<file path="config.mk">
export PLATFORM = sky130hd
export DESIGN_NAME = if_fetch_unit
export DESIGN_NICKNAME = d
export VERILOG_FILES = /design/src/rtl/if_fetch_unit_pkg.sv /design/src/rtl/if_fetch_unit_skid_buf.sv /design/src/rtl/if_fetch_unit.sv
export SDC_FILE = /design/constraint.sdc
export NUM_CORES = 1
export LEC_CHECK = 0
export BUFFER_PORTS_ARGS = -buffer_cell sky130_fd_sc_hd__buf_4
export CAP_MARGIN = 40
export CORE_MARGIN = 2
export CORE_UTILIZATION = 52
export DETAILED_ROUTE_END_ITERATION = 10
export HOLD_SLACK_MARGIN = 0.12
export PLACE_DENSITY = 0.78
export SLEW_MARGIN = 20
export SYNTH_ARGS = -nofsm -noshare
export SYNTH_HDL_FRONTEND = slang
export SYNTH_SLANG_ARGS = --single-unit
export TNS_END_PERCENT = 10
</file>
<file path="constraint.sdc">
create_clock -name clk -period 5.8 [get_ports clk]
set_input_delay 0 -clock clk [delete_from_list [all_inputs] [get_ports clk]]
set_output_delay 0 -clock clk [all_outputs]
set_load 0.02 [all_outputs]
</file>
<file path="src/rtl/if_fetch_unit_pkg.sv">
// if_fetch_unit_pkg: shared width, NOP encoding and fetch FSM state encodings
package if_fetch_unit_pkg;
  localparam int XLEN = 32;
  localparam logic [XLEN-1:0] NOP_INST = 32'h0000_0013;
  typedef enum logic [1:0] {FS_IDLE = 2'd0, FS_WAIT = 2'd1, FS_DROP = 2'd2} fs_e;
endpackage

</file>
<file path="src/rtl/if_fetch_unit_skid_buf.sv">
// fetch_skid_buf: one-entry {valid, inst, pc} holding register; flush beats load beats unload
module fetch_skid_buf
  import if_fetch_unit_pkg::*;
(
  input  logic            clk,
  input  logic            rst,
  input  logic            load_i,
  input  logic            unload_i,
  input  logic            flush_i,
  input  logic [XLEN-1:0] inst_i,
  input  logic [XLEN-1:0] pc_i,
  output logic            valid_o,
  output logic [XLEN-1:0] inst_o,
  output logic [XLEN-1:0] pc_o
);
  logic            valid_q, valid_d;
  logic [XLEN-1:0] inst_q, inst_d, pc_q, pc_d;
  // next entry: flush drops it, load captures a new payload, unload empties it
  always_comb begin
    valid_d = flush_i ? 1'b0 : load_i ? 1'b1 : unload_i ? 1'b0 : valid_q;
    inst_d  = load_i ? inst_i : inst_q;
    pc_d    = load_i ? pc_i : pc_q;
  end
  // entry register
  always_ff @(posedge clk or posedge rst) begin
    if (rst) begin
      valid_q <= 1'b0;
      inst_q  <= NOP_INST;
      pc_q    <= '0;
    end else begin
      valid_q <= valid_d;
      inst_q  <= inst_d;
      pc_q    <= pc_d;
    end
  end
  assign valid_o = valid_q;
  assign inst_o  = inst_q;
  assign pc_o    = pc_q;
endmodule

</file>
<file path="src/rtl/if_fetch_unit.sv">
// if_fetch_unit: PC-driven req/ack instruction fetch with skid to ID; FETCH_PERF_EN builds perf counters
module if_fetch_unit
  import if_fetch_unit_pkg::*;
(
  input  logic            clk,
  input  logic            rst,
  input  logic [XLEN-1:0] pc_i,
  input  logic            redirect,
  output logic            fetch_stall,
  output logic            imem_req,
  output logic [XLEN-1:0] imem_addr,
  input  logic            imem_ack,
  input  logic [XLEN-1:0] imem_rdata,
  input  logic            id_stall,
  output logic            inst_valid,
  output logic [XLEN-1:0] inst,
  output logic [XLEN-1:0] inst_pc,
  output logic [31:0]     perf_fetched,
  output logic [31:0]     perf_stalls,
  output logic [31:0]     perf_dropped
);
  fs_e             state_q, state_d;
  logic            req_q, req_d, valid_q, valid_d;
  logic [XLEN-1:0] addr_q, addr_d, inst_q, inst_d, ipc_q, ipc_d;
  logic            skid_valid;
  logic [XLEN-1:0] skid_inst, skid_pc;
  logic            accept, discard, out_en, to_out, skid_load, skid_unload;

  assign accept      = state_q == FS_WAIT && imem_ack && !redirect;
  assign discard     = imem_ack && (state_q == FS_DROP || (state_q == FS_WAIT && redirect));
  assign out_en      = !valid_q || !id_stall;
  assign to_out      = accept && out_en;
  assign skid_load   = accept && !out_en;
  assign skid_unload = out_en && skid_valid;
  assign fetch_stall = !accept && !redirect;

  fetch_skid_buf u_skid (
    .clk     (clk),
    .rst     (rst),
    .load_i  (skid_load),
    .unload_i(skid_unload),
    .flush_i (redirect),
    .inst_i  (imem_rdata),
    .pc_i    (addr_q),
    .valid_o (skid_valid),
    .inst_o  (skid_inst),
    .pc_o    (skid_pc)
  );

  // request FSM: a request is never withdrawn, so a redirect while waiting parks in DROP
  always_comb begin
    state_d = state_q;
    req_d   = req_q;
    addr_d  = addr_q;
    case (state_q)
      FS_IDLE: if (!redirect && !skid_valid) begin
        state_d = FS_WAIT;
        req_d   = 1'b1;
        addr_d  = pc_i;
      end
      FS_WAIT: begin
        if (to_out) addr_d = pc_i + XLEN'(4);
        else if (imem_ack) begin
          state_d = FS_IDLE;
          req_d   = 1'b0;
        end else if (redirect) state_d = FS_DROP;
      end
      FS_DROP: if (imem_ack) begin
        state_d = FS_IDLE;
        req_d   = 1'b0;
      end
      default: begin
        state_d = FS_IDLE;
        req_d   = 1'b0;
      end
    endcase
  end

  // ID output register: redirect flushes, skid drains before a fresh response
  always_comb begin
    valid_d = redirect ? 1'b0 : out_en ? (skid_valid || to_out) : valid_q;
    inst_d  = skid_unload ? skid_inst : to_out ? imem_rdata : inst_q;
    ipc_d   = skid_unload ? skid_pc : to_out ? addr_q : ipc_q;
  end

  // state, request and output registers
  always_ff @(posedge clk or posedge rst) begin
    if (rst) begin
      state_q <= FS_IDLE;
      req_q   <= 1'b0;
      addr_q  <= '0;
      valid_q <= 1'b0;
      inst_q  <= NOP_INST;
      ipc_q   <= '0;
    end else begin
      state_q <= state_d;
      req_q   <= req_d;
      addr_q  <= addr_d;
      valid_q <= valid_d;
      inst_q  <= inst_d;
      ipc_q   <= ipc_d;
    end
  end

  assign imem_req   = req_q;
  assign imem_addr  = addr_q;
  assign inst_valid = valid_q;
  assign inst       = valid_q ? inst_q : NOP_INST;
  assign inst_pc    = ipc_q;

`ifdef FETCH_PERF_EN
  logic [31:0] fetched_q, stalls_q, dropped_q;
  // wrapping event counters
  always_ff @(posedge clk or posedge rst) begin
    if (rst) begin
      fetched_q <= '0;
      stalls_q  <= '0;
      dropped_q <= '0;
    end else begin
      fetched_q <= fetched_q + 32'(accept);
      stalls_q  <= stalls_q + 32'(fetch_stall);
      dropped_q <= dropped_q + 32'(discard);
    end
  end
  assign perf_fetched = fetched_q;
  assign perf_stalls  = stalls_q;
  assign perf_dropped = dropped_q;
`else
  assign perf_fetched = '0;
  assign perf_stalls  = '0;
  assign perf_dropped = '0;
  logic unused_discard;
  assign unused_discard = discard;
`endif
endmodule

</file>
---- Word-level counts from Yosys, hierarchy flattened ----
Index checks and enable logic that the tools add are counted.
cells by class
  $add $sub $neg .......................... 1
  equality and inequality tests ........... 7
  multiplexer cells ....................... 23
  reduce and logical (&&, ||, !) cells .... 23
operators by type and width
  cell                     number
  $mux W32                 7
  $pmux W32 S2             1
  $add A32 B3 Y32 const B  1
  $mux W2                  5
  $mux W1                  8
  $ne A2 B2 Y1 const B     4
  $logic_and A1 B1 Y1      7
  $logic_not A1 Y1         6
  $pmux W2 S3              1
  $reduce_bool A2 Y1       3
  $reduce_and A4 Y1        1
  $ne A3 B3 Y1 const B     1
  $pmux W1 S3              1
  $reduce_and A3 Y1        1
  $reduce_bool A3 Y1       1
  $eq A2 B1 Y1 const B     1
  $eq A2 B2 Y1 const B     1
  $logic_not A2 Y1         1
  $logic_or A1 B1 Y1       2
  $reduce_and A2 Y1        1
storage, ports and cells
  bits in registers ....................... 165
  word-level logic and storage cells ...... 63

---- Logic depth before layout (Yosys ltp) ----
  word-level depth ........................ 7
  gate-level depth with buffers ........... 8

---- By module ----
A second synthesis with hierarchy kept.
second synthesis, totals
  cells, all modules ...................... 820
  area total of the unflattened synthesis .. 8625.8 sq um
modules (own cells, without submodules)
  module          times used  cells an instance  area an instance (sq um)  sequential area each (sq um)
  if_fetch_unit   1           680                5999.5                    2506.2
  fetch_skid_buf  1           140                2626.3                    1630.3

---- Least setup slack after synthesis ----
OpenSTA, ideal clock, no wires.
  path kind ............................... reg-to-reg
  start point ............................. register state_q[1]
  end point ............................... register u_skid.inst_q[2], in the netlist u_skid.inst_o[2]
  arrival time ............................ 1.754 ns
  required time ........................... 5.675 ns
  setup slack ............................. 3.921 ns
  stages on the path, launching flop included .. 7
  period minus slack after synthesis ...... 1.879 ns
  path through ............................ dfrtp_1 -> inv_1 -> ha_1 -> nand2_1 -> nor3_2 -> buf_4 -> mux2_2
on the way
  cells in the longest elaborated chain, start to end .. 4
RTL lines
  what                              RTL line                      RTL
  start, declared                   if_fetch_unit.sv:22           fs_e state_q, state_d;
  start signal, assigned            if_fetch_unit.sv:96           state_q <= state_d;
  $eq A2 B1 Y1                      if_fetch_unit.sv:29           assign accept = state_q == FS_WAIT && imem_ack && !redirect;
  $logic_and A1 B1 Y1 (2 in a row)  if_fetch_unit.sv:29
  $logic_and A1 B1 Y1               if_fetch_unit.sv:33           assign skid_load = accept && !out_en;
  end signal, assigned              if_fetch_unit_skid_buf.sv:32  inst_q <= inst_d;
  end, declared                     if_fetch_unit_skid_buf.sv:17  logic [XLEN-1:0] inst_q, inst_d, pc_q, pc_d;
Every way passes these cells.
A chain may end at the register's enable or synchronous reset.

---- Worst setup path in the final report ----
  start point ............................. register state_q[1]
  end point ............................... register addr_q[21], in the netlist imem_addr[21]
on the way
  cells in the longest elaborated chain, start to end .. 6
  elaborated cells on any way between the ends .. 10
  classes of those cells .................. eq/ne: 3; mux: 1; reduce/logical: 6
RTL lines
  what                                RTL line                                  RTL
  $eq A2 B1 Y1                        if_fetch_unit.sv:29, if_fetch_unit.sv:55
  $logic_and A1 B1 Y1 (2 in a row)    if_fetch_unit.sv:29
  $logic_and A1 B1 Y1                 if_fetch_unit.sv:32                       assign to_out = accept && out_en;
  $ne A2 B2 Y1 (no source line)       n/a
  $reduce_and A3 Y1 (no source line)  n/a
  end signal, assigned                if_fetch_unit.sv:98                       addr_q <= addr_d;
  end, declared                       if_fetch_unit.sv:24                       logic [XLEN-1:0] addr_q, addr_d, inst_q, inst_d, ipc_q, ipc_d;
Parallel ways exist; a longest one is shown, timed or not.

==> results.json <==
{
  "synth.distinct_cells": 40,
  "clock_latency_ps": 420,
  "power_density_nw_per_um2": 450.5,
  "fin_setup_tns_ps": 0,
  "cts-buffers-inserted": 17,
  "setup_viol": 0,
  "grt_max_degree": 73,
  "max_freq_mhz": 260.9,
  "layout_min_cycle_time_ps": 3833,
  "final_common_cell": "buf_4",
  "max_stage_delay_ps": 600,
  "synth_async_sr_flop_share_pct": 100.0,
  "synth-seq-area-share_pct": 49.53,
  "clock-sinks": 165,
  "dieArea_sq_um": 17090,
  "fin_nets": 1109,
  "crit_path_end_kind": "flop",
  "crit_path_top_delay_cell": "dlygate4sd3_1",
  "synthCells": 784,
  "root_buffer": "clkbuf_16",
  "drive_above_1_share_pct": 26.79,
  "synth.largest_area_cell": "dfrtp_1",
  "drtIter0Drc": 366,
  "path_clk_slew_ps": 60,
  "tightest_slew_ps": 841.2,
  "gp_congestion": 0.8099,
  "slew_viol_final": 0,
  "netlist_area_sq_um": 8352,
  "status": "complete, no violations",
  "rows": 46,
  "synth_edf_count": 0,
  "grt_usage_pct": 23.65,
  "combPwrFrac_pct": 35.9,
  "swShare_pct": 34.51,
  "placed_cells": 1129,
  "worst_slack_ps": 1967,
  "die_w_microns": 130.7,
  "drt-pass1-iter-count": 5,
  "cts_buffer_depth": 2,
  "path_class": "flop to flop",
  "skew_ps": 8.519,
  "synth_top_cells_by_area": "dfrtp_1, buf_4, mux2_2",
  "instances_no_fill": 1265,
  "postLayoutCellArea_sq_um": 11140,
  "syn2layout_area_growth_pct": 33.33,
  "critPathMaxFanout": 15,
  "crit_top_cell": "dlygate4sd3_1",
  "syn_area_per_cell_sq_um": 10.65,
  "pwr-share-clk_pct": 24.4,
  "ir_worst_vdd_mv": 0.2726,
  "hold_violations": 0,
  "grt_pass1_wl_microns": 31300,
  "wl_microns": 20390,
  "synth_seq_cells": 165,
  "place_area_sq_um": 9427,
  "io_pins": 264,
  "vias": 6449,
  "n_antenna_cell": 0,
  "io_buffers": 167,
  "grt_antenna_before_repair": 0,
  "maxCapViolations": 0,
  "grt_pass1_vias": 6128,
  "worstPathArrival_ps": 4200,
  "p_leak_uw": 0.005068,
  "rsz0062_at_grt": "false",
  "p_switching_uw": 1731,
  "place_ws_ps": 2912,
  "period_share_pct": 66.09,
  "cts_max_level": 4,
  "cts_tree": "done",
  "hpwl_microns": 12570,
  "netlist.area_leader.share_pct": 47.64,
  "vias_per_cell": 5.098,
  "post_drt_wl_per_cell_microns": 16.12,
  "drc": 0,
  "mostFrequentLayoutCells": "buf_4, dfrtp_1, dlygate4sd3_1, nand2_1, conb_1",
  "internal-power_uw": 3285,
  "hp-class": "primary input to async pin",
  "seq_power_share_pct": 39.8,
  "crit_path_start_kind": "flop",
  "die_y_microns": 130.7,
  "grt-ovfl-total": 0,
  "yosysWarnings": 0,
  "slew_headroom_pct": 43.92,
  "initial_utilization_pct": 52.96,
  "core_sq_um": 15770,
  "whs_ps": 175.3,
  "ant_nets": 0,
  "worstPathRequired_ps": 6160,
  "synth-main-ff-cell": "dfrtp_1",
  "path_cells": "inv_1 -> ha_1 -> and4_1 -> nand2_1 -> or4_1 -> dlygate4sd3_1 -> a31oi_1 -> dlygate4sd3_1"
}
## cell usage after synthesis, types with 3 or more instances
library cell    n
dfrtp_1       159
buf_4         107
nand2_1        97
o21ai_0        80
mux2i_1        65
mux2_2         60
and2_1         30
clkbuf_1       21
nor2_1         18
a31oi_1        15
or4_1          15
buf_2          14
nand3_1        14
o31ai_1        12
xor2_1          9
nand4_1         8
and3_1          6
dfstp_2         6
inv_1           6
mux2_1          6
a21oi_1         4
ha_1            4
and4_1          3
nand2b_1        3
o211ai_1        3
o21a_1          3
## metrics by stage
step / power [uW] / util (%)
2_1_floorplan: 2989 / -
3_3_place_gp: 3569 / 59.30
3_5_place_dp: 3649 / 59.77
4_1_cts: 5013 / 70.34
5_1_grt: 5302 / 70.61
6_report: 5017 / 70.61
## worst paths after layout
path	startpoint	end	slack (ps)	cells past startpoint
setup / recovery	state_q[1]$_DFFE_PP0P_	imem_addr[21]$_DFFE_PP0P_	1970	8
hold / removal	rst	inst_q[16]$_DFFE_PP0P_	180	3
setup reg to reg	state_q[1]$_DFFE_PP0P_	imem_addr[21]$_DFFE_PP0P_	1970	8
hold reg to reg	u_skid.inst_o[15]$_DFFE_PP0P_	inst_q[15]$_DFFE_PP0P_	470	2
max in group asynchronous	rst	inst_pc[19]$_DFFE_PP0P_	4470	6
min in group clk	id_stall	u_skid.inst_o[6]$_DFFE_PP0P_	250	4
## power groups by stage
stage,Sequential [uW],Clock [uW],Combinational [uW]
after floorplan,2160,0,826
after global placement,2000,0,1570
after detailed placement,2010,0,1640
after CTS,2000,1240,1780
after global routing,2060,1290,1950
final,2000,1220,1800
## what timing repair did
item / 4_1_cts / 5_1_grt
endpoints found under the hold margin: 204 / 0
buffers inserted: 0 / 0
hold buffers: 102 / 0
resized for setup: 0 / 0
## worst max-delay path: cells and delay by family, from the launching register on
family	cells	cell delay, ps
AO/OA/AOI/OAI	1	160
adder cells (fa/ha/maj)	1	510
AND/OR/NAND/NOR	3	1480
flip-flops	1	390
buffers and inverters	3	1230
## per-layer routing
layer  GRT usage (%)  vias to the layer above  wire (microns)
li1                -                     3033               -
met1           31.02                     3177            8557
met2           40.17                      217           10420
met3           4.275                       22            1139
met4           7.572                        0             270
met5               0                        -               0
## cells by family (layout without fill, tap and decap cells)
family	Yosys count	after routing	synth area share, %
adders and majority gates	4	4	0.5993
and+or+nand+nor	201	201	11.87
buffers and inverters	148	318	11.67
DFF	165	165	49.53
AOI/OAI and AO/OA	123	123	8.449
xor gates and xnor gates	11	11	1.154
muxes	131	131	16.69
other	1	96	0.04490
## sequential cells by signal, indices dropped and copies added (netlist names)
signal,count
imem_addr,32
imem_req,1
inst_pc,32
inst_q,32
inst_valid,1
state_q,2
u_skid.inst_o,32
u_skid.pc_o,32
u_skid.valid_o,1
## area by class of cell
class,instances,area (sq um)
Tap cell,216,270.3
Clock buffer,24,501.7
Inverter,6,27.53
Multi-Input combinational cell,566,3618
Sequential cell,165,4136
Clock inverter,8,143.9
Fill cell,1152,4634
Timing Repair Buffer,280,2437
(Power assumes the default switching activity.)
